[src/rtl/mem_port_arbiter.sv]
// mem_port_arbiter: shares one burst memory port between two cache controllers,
// m0 (I-cache) and m1 (D-cache). One requester is granted per burst, and the
// grant is held until the last beat of that burst completes.
// Ties are resolved round-robin by default. Defining MEM_ARB_FIXED_PRIO_EN
// switches tie resolution to a fixed priority where m1 always wins.
module mem_port_arbiter #(
   parameter int ADDR_WIDTH  = 32,
   parameter int DATA_WIDTH  = 32,
   parameter int BURST_WIDTH = 2
) (
   input  logic                   clock,
   input  logic                   reset,
   // requester 0 (I-cache)
   input  logic [ADDR_WIDTH-1:0]  m0_addr,
   input  logic [BURST_WIDTH-1:0] m0_burst_len,
   input  logic                   m0_rd,
   input  logic                   m0_wr,
   input  logic [DATA_WIDTH-1:0]  m0_wr_data,
   output logic                   m0_waitrequest,
   output logic                   m0_rd_valid,
   output logic [DATA_WIDTH-1:0]  m0_rd_data,
   // requester 1 (D-cache)
   input  logic [ADDR_WIDTH-1:0]  m1_addr,
   input  logic [BURST_WIDTH-1:0] m1_burst_len,
   input  logic                   m1_rd,
   input  logic                   m1_wr,
   input  logic [DATA_WIDTH-1:0]  m1_wr_data,
   output logic                   m1_waitrequest,
   output logic                   m1_rd_valid,
   output logic [DATA_WIDTH-1:0]  m1_rd_data,
   // memory port
   output logic [ADDR_WIDTH-1:0]  mem_addr,
   output logic [BURST_WIDTH-1:0] mem_burst_len,
   output logic [DATA_WIDTH-1:0]  mem_wr_data,
   output logic                   mem_rd,
   output logic                   mem_wr,
   input  logic                   mem_waitrequest,
   input  logic                   mem_rd_valid,
   input  logic [DATA_WIDTH-1:0]  mem_rd_data,
   output logic [1:0]             grant
);

   typedef enum logic [1:0] {
      IDLE    = 2'd0,
      RD_CMD  = 2'd1,
      RD_DATA = 2'd2,
      WR_DATA = 2'd3
   } state_t;

   state_t                 state;
   logic [BURST_WIDTH-1:0] cnt;

   logic                   req0;
   logic                   req1;
   logic                   tie_to_m1;
   logic                   win_m1;
   logic                   win_rd;
   logic [BURST_WIDTH-1:0] win_len;
   logic                   g_rd;
   logic                   g_wr;
   logic                   g_waitreq;
   logic                   g_rd_valid;

   assign req0 = m0_rd | m0_wr;
   assign req1 = m1_rd | m1_wr;

`ifdef MEM_ARB_FIXED_PRIO_EN
   assign tie_to_m1 = 1'b1;
`else
   // index of the requester that finished the most recent burst (0=m0, 1=m1)
   logic rr_last;
   assign tie_to_m1 = ~rr_last;
`endif

   // winner selection used only while IDLE; a lone requester always wins
   assign win_m1  = req1 & (~req0 | tie_to_m1);
   assign win_rd  = win_m1 ? m1_rd : m0_rd;
   assign win_len = win_m1 ? m1_burst_len : m0_burst_len;

   // command bits of whichever requester currently holds the grant
   assign g_rd = (grant[1] & m1_rd) | (grant[0] & m0_rd);
   assign g_wr = (grant[1] & m1_wr) | (grant[0] & m0_wr);

   // burst sequencer: grant, beat counter and round-robin history
   always_ff @(posedge clock or posedge reset) begin
      if (reset) begin
         state <= IDLE;
         grant <= '0;
         cnt   <= '0;
`ifndef MEM_ARB_FIXED_PRIO_EN
         rr_last <= 1'b1;
`endif
      end else begin
         case (state)
            IDLE: begin
               if (req0 | req1) begin
                  grant <= win_m1 ? 2'b10 : 2'b01;
                  cnt   <= win_len;
                  state <= win_rd ? RD_CMD : WR_DATA;
               end
            end
            RD_CMD: begin
               // requester withdrew before the memory took the command
               if (!g_rd) begin
                  state <= IDLE;
                  grant <= '0;
               end else if (!mem_waitrequest) begin
                  state <= RD_DATA;
               end
            end
            RD_DATA: begin
               if (mem_rd_valid) begin
                  if (cnt == '0) begin
                     state <= IDLE;
                     grant <= '0;
`ifndef MEM_ARB_FIXED_PRIO_EN
                     rr_last <= grant[1];
`endif
                  end else begin
                     cnt <= cnt - BURST_WIDTH'(1);
                  end
               end
            end
            WR_DATA: begin
               if (g_wr && !mem_waitrequest) begin
                  if (cnt == '0) begin
                     state <= IDLE;
                     grant <= '0;
`ifndef MEM_ARB_FIXED_PRIO_EN
                     rr_last <= grant[1];
`endif
                  end else begin
                     cnt <= cnt - BURST_WIDTH'(1);
                  end
               end
            end
            default: begin
               state <= IDLE;
               grant <= '0;
            end
         endcase
      end
   end

   // memory command and granted requester handshake, decoded from state
   always_comb begin
      mem_rd         = 1'b0;
      mem_wr         = 1'b0;
      g_waitreq      = 1'b1;
      g_rd_valid     = 1'b0;
      m0_waitrequest = req0;
      m1_waitrequest = req1;
      m0_rd_valid    = 1'b0;
      m1_rd_valid    = 1'b0;
      case (state)
         RD_CMD: begin
            mem_rd    = g_rd;
            g_waitreq = mem_waitrequest;
         end
         RD_DATA: begin
            g_rd_valid = mem_rd_valid;
         end
         WR_DATA: begin
            mem_wr    = g_wr;
            g_waitreq = mem_waitrequest;
         end
         default: ;
      endcase
      if (grant[0]) begin
         m0_waitrequest = g_waitreq;
         m0_rd_valid    = g_rd_valid;
      end
      if (grant[1]) begin
         m1_waitrequest = g_waitreq;
         m1_rd_valid    = g_rd_valid;
      end
   end

   // address, length and write data follow the grant; zero when idle
   always_comb begin
      mem_addr      = '0;
      mem_burst_len = '0;
      mem_wr_data   = '0;
      if (grant[1]) begin
         mem_addr      = m1_addr;
         mem_burst_len = m1_burst_len;
         mem_wr_data   = m1_wr_data;
      end else if (grant[0]) begin
         mem_addr      = m0_addr;
         mem_burst_len = m0_burst_len;
         mem_wr_data   = m0_wr_data;
      end
      // the read command carries the length captured at grant time
      if (state == RD_CMD) begin
         mem_burst_len = cnt;
      end
   end

   assign m0_rd_data = mem_rd_data;
   assign m1_rd_data = mem_rd_data;

endmodule

[config.mk]
export PLATFORM = sky130hd
export DESIGN_NAME = mem_port_arbiter
export DESIGN_NICKNAME = d
export VERILOG_FILES = /design/src/rtl/mem_port_arbiter.sv
export SDC_FILE = /design/constraint.sdc
export NUM_CORES = 1
export LEC_CHECK = 0
export CAP_MARGIN = 20
export CORE_AREA = 2 2 120 122
export CTS_BUF_LIST = sky130_fd_sc_hd__clkbuf_4 sky130_fd_sc_hd__clkbuf_8
export CTS_CLUSTER_SIZE = 12
export DETAILED_ROUTE_END_ITERATION = 6
export DIE_AREA = 0 0 122 124
export PLACE_DENSITY = 0.52
export SLEW_MARGIN = 20
export SYNTH_ARGS = -nofsm -noshare
export SYNTH_HDL_FRONTEND = slang
export SYNTH_SLANG_ARGS = --single-unit
[constraint.sdc]
create_clock -name clock -period 2.43 [get_ports clock]
set_input_delay 0.486 -clock clock [delete_from_list [all_inputs] [get_ports clock]]
set_output_delay 0.486 -clock clock [all_outputs]
set_load 0.05 [all_outputs]
* Word-level counts from Yosys, hierarchy flattened
Index checks and enable logic that the tools add are counted.
** Cells by class
- Multiplexer cells :: 41
- Eq/ne operators :: 8
- Bitwise gates (word level) :: 13
- Add/sub/neg operators :: 1
- Reduce and logical (&&, ||, !) cells :: 11
** Operators with widths (number)
- two-way mux 32 bit :: 4
- two-way mux 2 bit :: 21
- one-hot mux 2 bit (4 select lines) :: 2
- two-way mux 1 bit :: 12
- AND reduction 4 bit :: 3
- inequality test 2 bit (second input constant) :: 4
- OR 1 bit :: 6
- one-hot mux 2 bit (3 select lines) :: 1
- bitwise AND 1 bit :: 5
- == test 2 bit (second input constant) :: 2
- zero test 2 bit :: 2
- inequality test 3 bit (second input constant) :: 1
- AND reduction 3 bit :: 1
- nonzero test 3 bit :: 1
- == test 2 x 1 -> 1 bit (second input constant) :: 1
- inverter 1 bit :: 2
- one-hot mux 1 bit (2 select lines) :: 1
- nonzero test 2 bit :: 1
- OR reduction 2 bit :: 1
- subtractor 2 x 1 -> 2 bit (second input constant) :: 1
- logical AND 1 bit :: 1
- zero test 1 bit :: 1
** Storage, ports and cells
- Output and inout bits :: 138
- Register bits :: 7

* Depth between registers and ports, before layout
Gate-level depths: netlist of run 1.
- Depth after elaboration :: 8
- Depth in mapped cells :: 6
- Gate-level depth less buffers :: 6

* Least setup slack after synthesis of run 1
Ideal clock, no wire load.
- Path type :: register -> output
- From :: reg grant[1]
- To :: out m1_waitrequest
- Path slack :: -0.075 ns
- Buffers on the path :: 2
- Data arrival time :: 2.019 ns
- Cell stages (with the launch flop) :: 5
- Path through :: dfrtp_1 buf_2 buf_1 nor2_1 a21oi_1
** On the way
- Cells in the longest elaborated chain, start to end :: 1
** RTL lines
- from (decl) :: line 40 : output logic [1:0] grant
- from (signal assigned) :: line 97 : grant <= win_m1 ? 2'b10 : 2'b01;
- two-way mux 1 bit :: line 173 : if (grant[1]) begin
- to (decl) :: line 28 : output logic m1_waitrequest,
Every way passes these cells.

* Final worst setup path of run 1
- From :: reg grant[0]
- To :: out mem_wr_data[16]
** On the way
- Cells in the longest elaborated chain, start to end :: 2
** RTL lines
- two-way mux 32 bit :: line 188 : end else if (grant[0]) begin
- two-way mux 32 bit :: line 184 : if (grant[1]) begin
- to (decl) :: line 34 : output logic [DATA_WIDTH-1:0] mem_wr_data,
Every way passes these cells.

==> results of run 1 <==
-- stage by stage --
step                hold WS [ns]   util  cell area (um^2)  instances
floorplan                  0.289      -              1740        224
global placement           0.510  0.315              4320        542
detailed placement         0.515  0.315              4320        542
CTS                        0.506  0.318              4370        546
global route               0.547  0.318              4370        546
finish                     0.494  0.318              4370        546
-- Yosys cell counts --
master,n
nor3_1,1
nand3_1,3
buf_2,7
o21ai_1,2
nor2_1,11
o21a_1,1
a221oi_2,1
buf_4,64
and2_1,2
clkbuf_4,1
a22oi_1,3
inv_1,3
a21oi_1,7
clkinv_1,1
o221ai_1,1
clkbuf_1,7
and2b_4,1
and3_1,4
nand2b_1,3
nand2_1,7
dfrtp_1,6
buf_1,1
ha_1,1
a21o_1,2
a22o_1,65
o21ai_0,4
a31oi_1,2
mux2_1,4
or2_2,1
dfstp_2,1
nor2b_1,3
or2_1,2
a32o_1,1
nand4b_1,1
-- layout make-up --
type	instances	share of cell area
Clock inverter	1	0.00115
Sequential cell	7	0.0407
Timing Repair Buffer	218	0.664
Inverter	4	0.00344
Multi-Input combinational cell	133	0.229
Clock buffer	3	0.00945
Tap cell	180	0.0515
-- layer usage --
layer | up-vias | wire length, um
li1 | 1059 | -
met1 | 1028 | 3620
met2 | 150 | 5350
met3 | 9 | 1060
met4 | 0 | 82
met5 | - | 0
-- worst max-delay path by stage --
| stage | slack (ns) | to | cells after the start |
|---|---|---|---|
| 6_report | 0.12 | mem_wr_data[16] | 4 |
| 5_1_grt | 0.02 | mem_wr_data[16] | 4 |
| 4_1_cts | 0.09 | mem_wr_data[16] | 4 |
| 3_5_place_dp | 0.21 | mem_wr | 4 |
| 3_3_place_gp | 0.22 | mem_wr | 4 |
| 2_1_floorplan | 0.19 | mem_addr[17] | 3 |
-- registers in the layout (all words and copies together) (netlist names) --
signal   cells
cnt          2
grant        2
rr_last      1
state        2
-- report_power, final --
part           switching (W)  internal (W)
sequential          0.000101      0.000176
clock              0.0000595      0.000112
combinational        0.00238       0.00209
total                0.00254       0.00238
-- cell families after synthesis --
kind of cell    after synthesis
flops                         7
simple gates                 39
mux                           4
buf+inv                      84
fa+ha+maj                     1
compound gates               89
==> impl_metrics.toml, run 1 <==
[clock_network]
cts_tree = "done"
post_cts_buffers = 0
clkLatencyLatePin_ns = 0.24
holdBufCountCts = 0
path_clk_slew_ns = 0.05
cts_buffers = 3
cts.repair.resized = 0
clock_path_buffers = 2
cts_root_buf = "clkbuf_8"
htree_levels = 1
clkSinkCount = 7

[flow_run]
maxCapViolations = 0

[yosys]
synthMuxAreaShare = 0.0261
syn-cell-area_mm2 = 0.00173
synth.area.top_cells = "a22o_1 (33%), buf_4 (28%), dfrtp_1 (8.7%), mux2_1 (2.6%), nor2_1 (2.4%)"
syn_inst = 224
yosysWarnings = 0
synth-simple-area-share = 0.116
synth_adder_area_share = 0.00724
synth.distinct_cells = 34
yosysTopAreaCell = "a22o_1"
synth_seq_cells = 7
yosysTopAreaCellShare = 0.329
ys_seq_area_frac = 0.102
syn_avg_cell_area_um2 = 7.71
synth_nets = 397
synth-xor-area-share = 0
synth_compound_area_frac = 0.420
synth_top_family_by_area = "compound AO/OA/AOI/OAI gates"

[setup_path]
regToRegSetupSlack_ns = 0.70
start_kind = "flip-flop"
crit_buf_inv = 2
rr_startpoint = "cnt[0]$_DFFE_PP0P_"
crit_fanout = 34
path_delay_family = "flip-flops"
arrival_ns = 1.82
r2r_cells = 6
crit_required_ns = 1.94
crit_chain = "nor2b_4 > buf_4 > a22o_1 > buf_12"
crit_start = "grant[0]$_DFFE_PP0P_"
critPathKind = "reg2out"
critPathSlowestCell = "dfrtp_1"
max_stage_delay_ns = 0.53
end_kind = "primary output"
r2r-end = "grant[0]$_DFFE_PP0P_"

[placed_design]
dp_slack_ns = 0.206
dpl.hpwl_um = 8450
routabilityCongestion = 0.806
io_buffer_count = 213

[power_and_ir_drop]
leakage_nw = 1.72
ir_drop_uv = 567
power_density_mw_per_mm2 = 1130
power_w = 0.00492

[layout]
seq_area_um2 = 178
multi_input_area_mm2 = 0.00100
drive_above_1_share = 0.246
area_delta_synth_final_pct = 153
final_cell_mix = "clkdlybuf4s50_1 (141), buf_12 (73), a22o_1 (65)"
final_common_cell = "clkdlybuf4s50_1"
n_antenna_cell = 0
nFillCells = 1379
finalNetCount = 540

[grt]
grt_pass1_wl_um = 13400
antenna_found_initial = 0
grt_pass1_vias = 2241
grt_util_met1 = 0.130
grt_use_met3 = 0.0298
grt-busiest-layer = "met2"
use_met2 = 0.221
grt_max_degree = 49
overflow = 0
grt.total_usage = 0.115

[timing]
finClkSkew_ns = 0.00987
fmax_ghz = 0.433
hold_viol = 0
tightestPinTransition_ns = 0.519
slew_headroom = 0.654
tns_ns = 0
rsz0062_at_grt = "no"
fin_crit_ns = 2.31
setup_viol = 0
layout_setup_ws_ns = 0.122
period_share = 0.950
drv_slew = 0

[detailed_routing]
post-route-drc-count = 0
routed_wl_um = 10100
via_count = 2246
ant_nets = 0
avgViaCountPerCell = 4.11
drt_iter0_drc = 77
wl_per_cell_um = 18.5
drtPass1Iterations = 4

[run_status]
status = "finished clean"

[die]
rows = 43
io-pin-count = 310
dieWidth_um = 122
die_h_um = 124
dieArea_mm2 = 0.0151
start_util = 0.126
core-area_mm2 = 0.0137

[worst_hold_path]
hold_class = "in2async"
Power figures use the tool's default switching activity.
==> inputs of run 2 (changes only) <==
- CTS_BUF_LIST: sky130_fd_sc_hd__clkbuf_4 sky130_fd_sc_hd__clkbuf_8 -> sky130_fd_sc_hd__clkbuf_4
- RECOVER_POWER: not set -> 25
==> impl_metrics.toml, run 2 (synthesized netlist as in run 1, its figures left out) <==
[die]
rows = 43
start_util = 0.126
die_h_um = 124
core-area_mm2 = 0.0137
dieArea_mm2 = 0.0151
io-pin-count = 310
dieWidth_um = 122

[setup_path]
crit_buf_inv = 2
crit_fanout = 48
path_delay_family = "buffers and inverters"
arrival_ns = 1.81
critPathSlowestCell = "dfrtp_2"
end_kind = "primary output"
start_kind = "flip-flop"
crit_required_ns = 1.94
critPathKind = "reg2out"
max_stage_delay_ns = 0.53
crit_chain = "buf_4 > a22o_1 > buf_12"

[timing]
tns_ns = 0
period_share = 0.946
tightestPinTransition_ns = 0.526
setup_viol = 0
fmax_ghz = 0.435
drv_slew = 0
finClkSkew_ns = 0.0175
slew_headroom = 0.650
hold_viol = 0
fin_crit_ns = 2.30
rsz0062_at_grt = "no"

[detailed_routing]
ant_nets = 0
drt_iter0_drc = 70
drtPass1Iterations = 4
via_count = 2253
avgViaCountPerCell = 4.13
wl_per_cell_um = 18.6
routed_wl_um = 10100
post-route-drc-count = 0

[grt]
antenna_found_initial = 0
grt_pass1_wl_um = 13500
grt_max_degree = 49
grt.total_usage = 0.115
overflow = 0
grt_pass1_vias = 2245

[placed_design]
place_area_mm2 = 0.00432
dpl.hpwl_um = 8450
routabilityCongestion = 0.806
io_buffer_count = 213

[flow_run]
maxCapViolations = 0

[power_and_ir_drop]
power_density_mw_per_mm2 = 1120
leakage_nw = 1.71
ir_drop_uv = 538

[clock_network]
cts_tree = "done"
clkLatencyLatePin_ns = 0.28
clkSinkCount = 7
cts_root_buf = "clkbuf_4"
htree_levels = 1
cts_buffers = 3
clock_path_buffers = 2
path_clk_slew_ns = 0.07

[layout]
final_cell_mix = "clkdlybuf4s50_1 (140), buf_12 (73), a22o_1 (65)"
top_regs = "cnt x2, grant x2, state x2"
seq_area_um2 = 178
final_common_cell = "clkdlybuf4s50_1"
nFillCells = 1385
utilization = 0.317
drive_above_1_share = 0.246
finalNetCount = 540
n_antenna_cell = 0
area_delta_synth_final_pct = 152
multi_input_area_mm2 = 0.00100
final_area_mm2 = 0.00435

[run_status]
status = "finished clean"

[worst_hold_path]
hold_class = "reg2reg"
==> run 2: changes by cell type in the layout (fill, tap and decap cells not counted) <==
cell / before / now
clkdlybuf4s50_1: 141 / 140
dlygate4sd3_1: 0 / 1
clkbuf_4: 0 / 3
clkbuf_8: 3 / 0
buf_6: 0 / 1
buf_4: 4 / 3
==> run 2: per-layer routing <==
metal | GRT usage | part of all wire
met1 | 0.130 | 0.36
met2 | 0.221 | 0.53
met3 | 0.0298 | 0.11
met4 | 0.0180 | 0.0073
met5 | 0 | 0
==> run 2: report_power, final <==
part	switching (W)	total (W)	internal (W)	leakage [nW]
combinational	0.00239	0.00448	0.00209	1.61
clock	0.0000565	0.000117	0.0000607	0.0177
sequential	0.000100	0.000276	0.000176	0.0823
total	0.00254	0.00487	0.00233	1.71
==> run 2: path summary, 6_finish.rpt <==
kind	slack, ns	end	from	cells past startpoint
worst max-delay path	0.13	mem_wr_data[8]	grant[1]$_DFFE_PP0P_	3
worst min-delay path	0.52	cnt[0]$_DFFE_PP0P_	cnt[0]$_DFFE_PP0P_	1
worst max register to register	0.70	grant[0]$_DFFE_PP0P_	cnt[0]$_DFFE_PP0P_	6
worst min register to register	0.52	cnt[0]$_DFFE_PP0P_	cnt[0]$_DFFE_PP0P_	1
max in group asynchronous	1.55	rr_last$_DFFE_PP1P_	reset	2
min in group asynchronous	0.59	state[1]$_DFFE_PP0P_	reset	2
==> run 2: stage by stage <==
stage                     setup slack [ns]  total power, W  hold WS (ns)  instances
after CTS                           0.0483         0.00491         0.466        546
after global routing                0.0368         0.00506         0.566        546
after global placement               0.223         0.00477         0.510        542
after detailed placement             0.206         0.00477         0.515        542
final                                0.132         0.00487         0.521        546
after floorplan                      0.188         0.00279         0.289        224
==> run 2: area by class of cell <==
class | count | area share
Clock buffer | 3 | 0.00517
Clock inverter | 1 | 0.00115
Inverter | 4 | 0.00345
Multi-Input combinational cell | 133 | 0.230
Sequential cell | 7 | 0.0408
Tap cell | 180 | 0.0517
Timing Repair Buffer | 218 | 0.668
==> run 2: repair_timing <==
action                                  in CTS  in global routing
endpoints found under the setup margin       0                  6
gates resized for setup                      0                  1
buffers inserted                             0                  0
hold buffers                                 0                  0
hold endpoints to repair                     0                  0
==> run 2: worst register-to-register path: stages (launching register included) <==
cell,delay (ns)
dfrtp_1,0.36
inv_1,0.06
ha_1,0.24
and2_1,0.19
a32o_1,0.26
o21ai_1,0.18
mux2_1,0.34
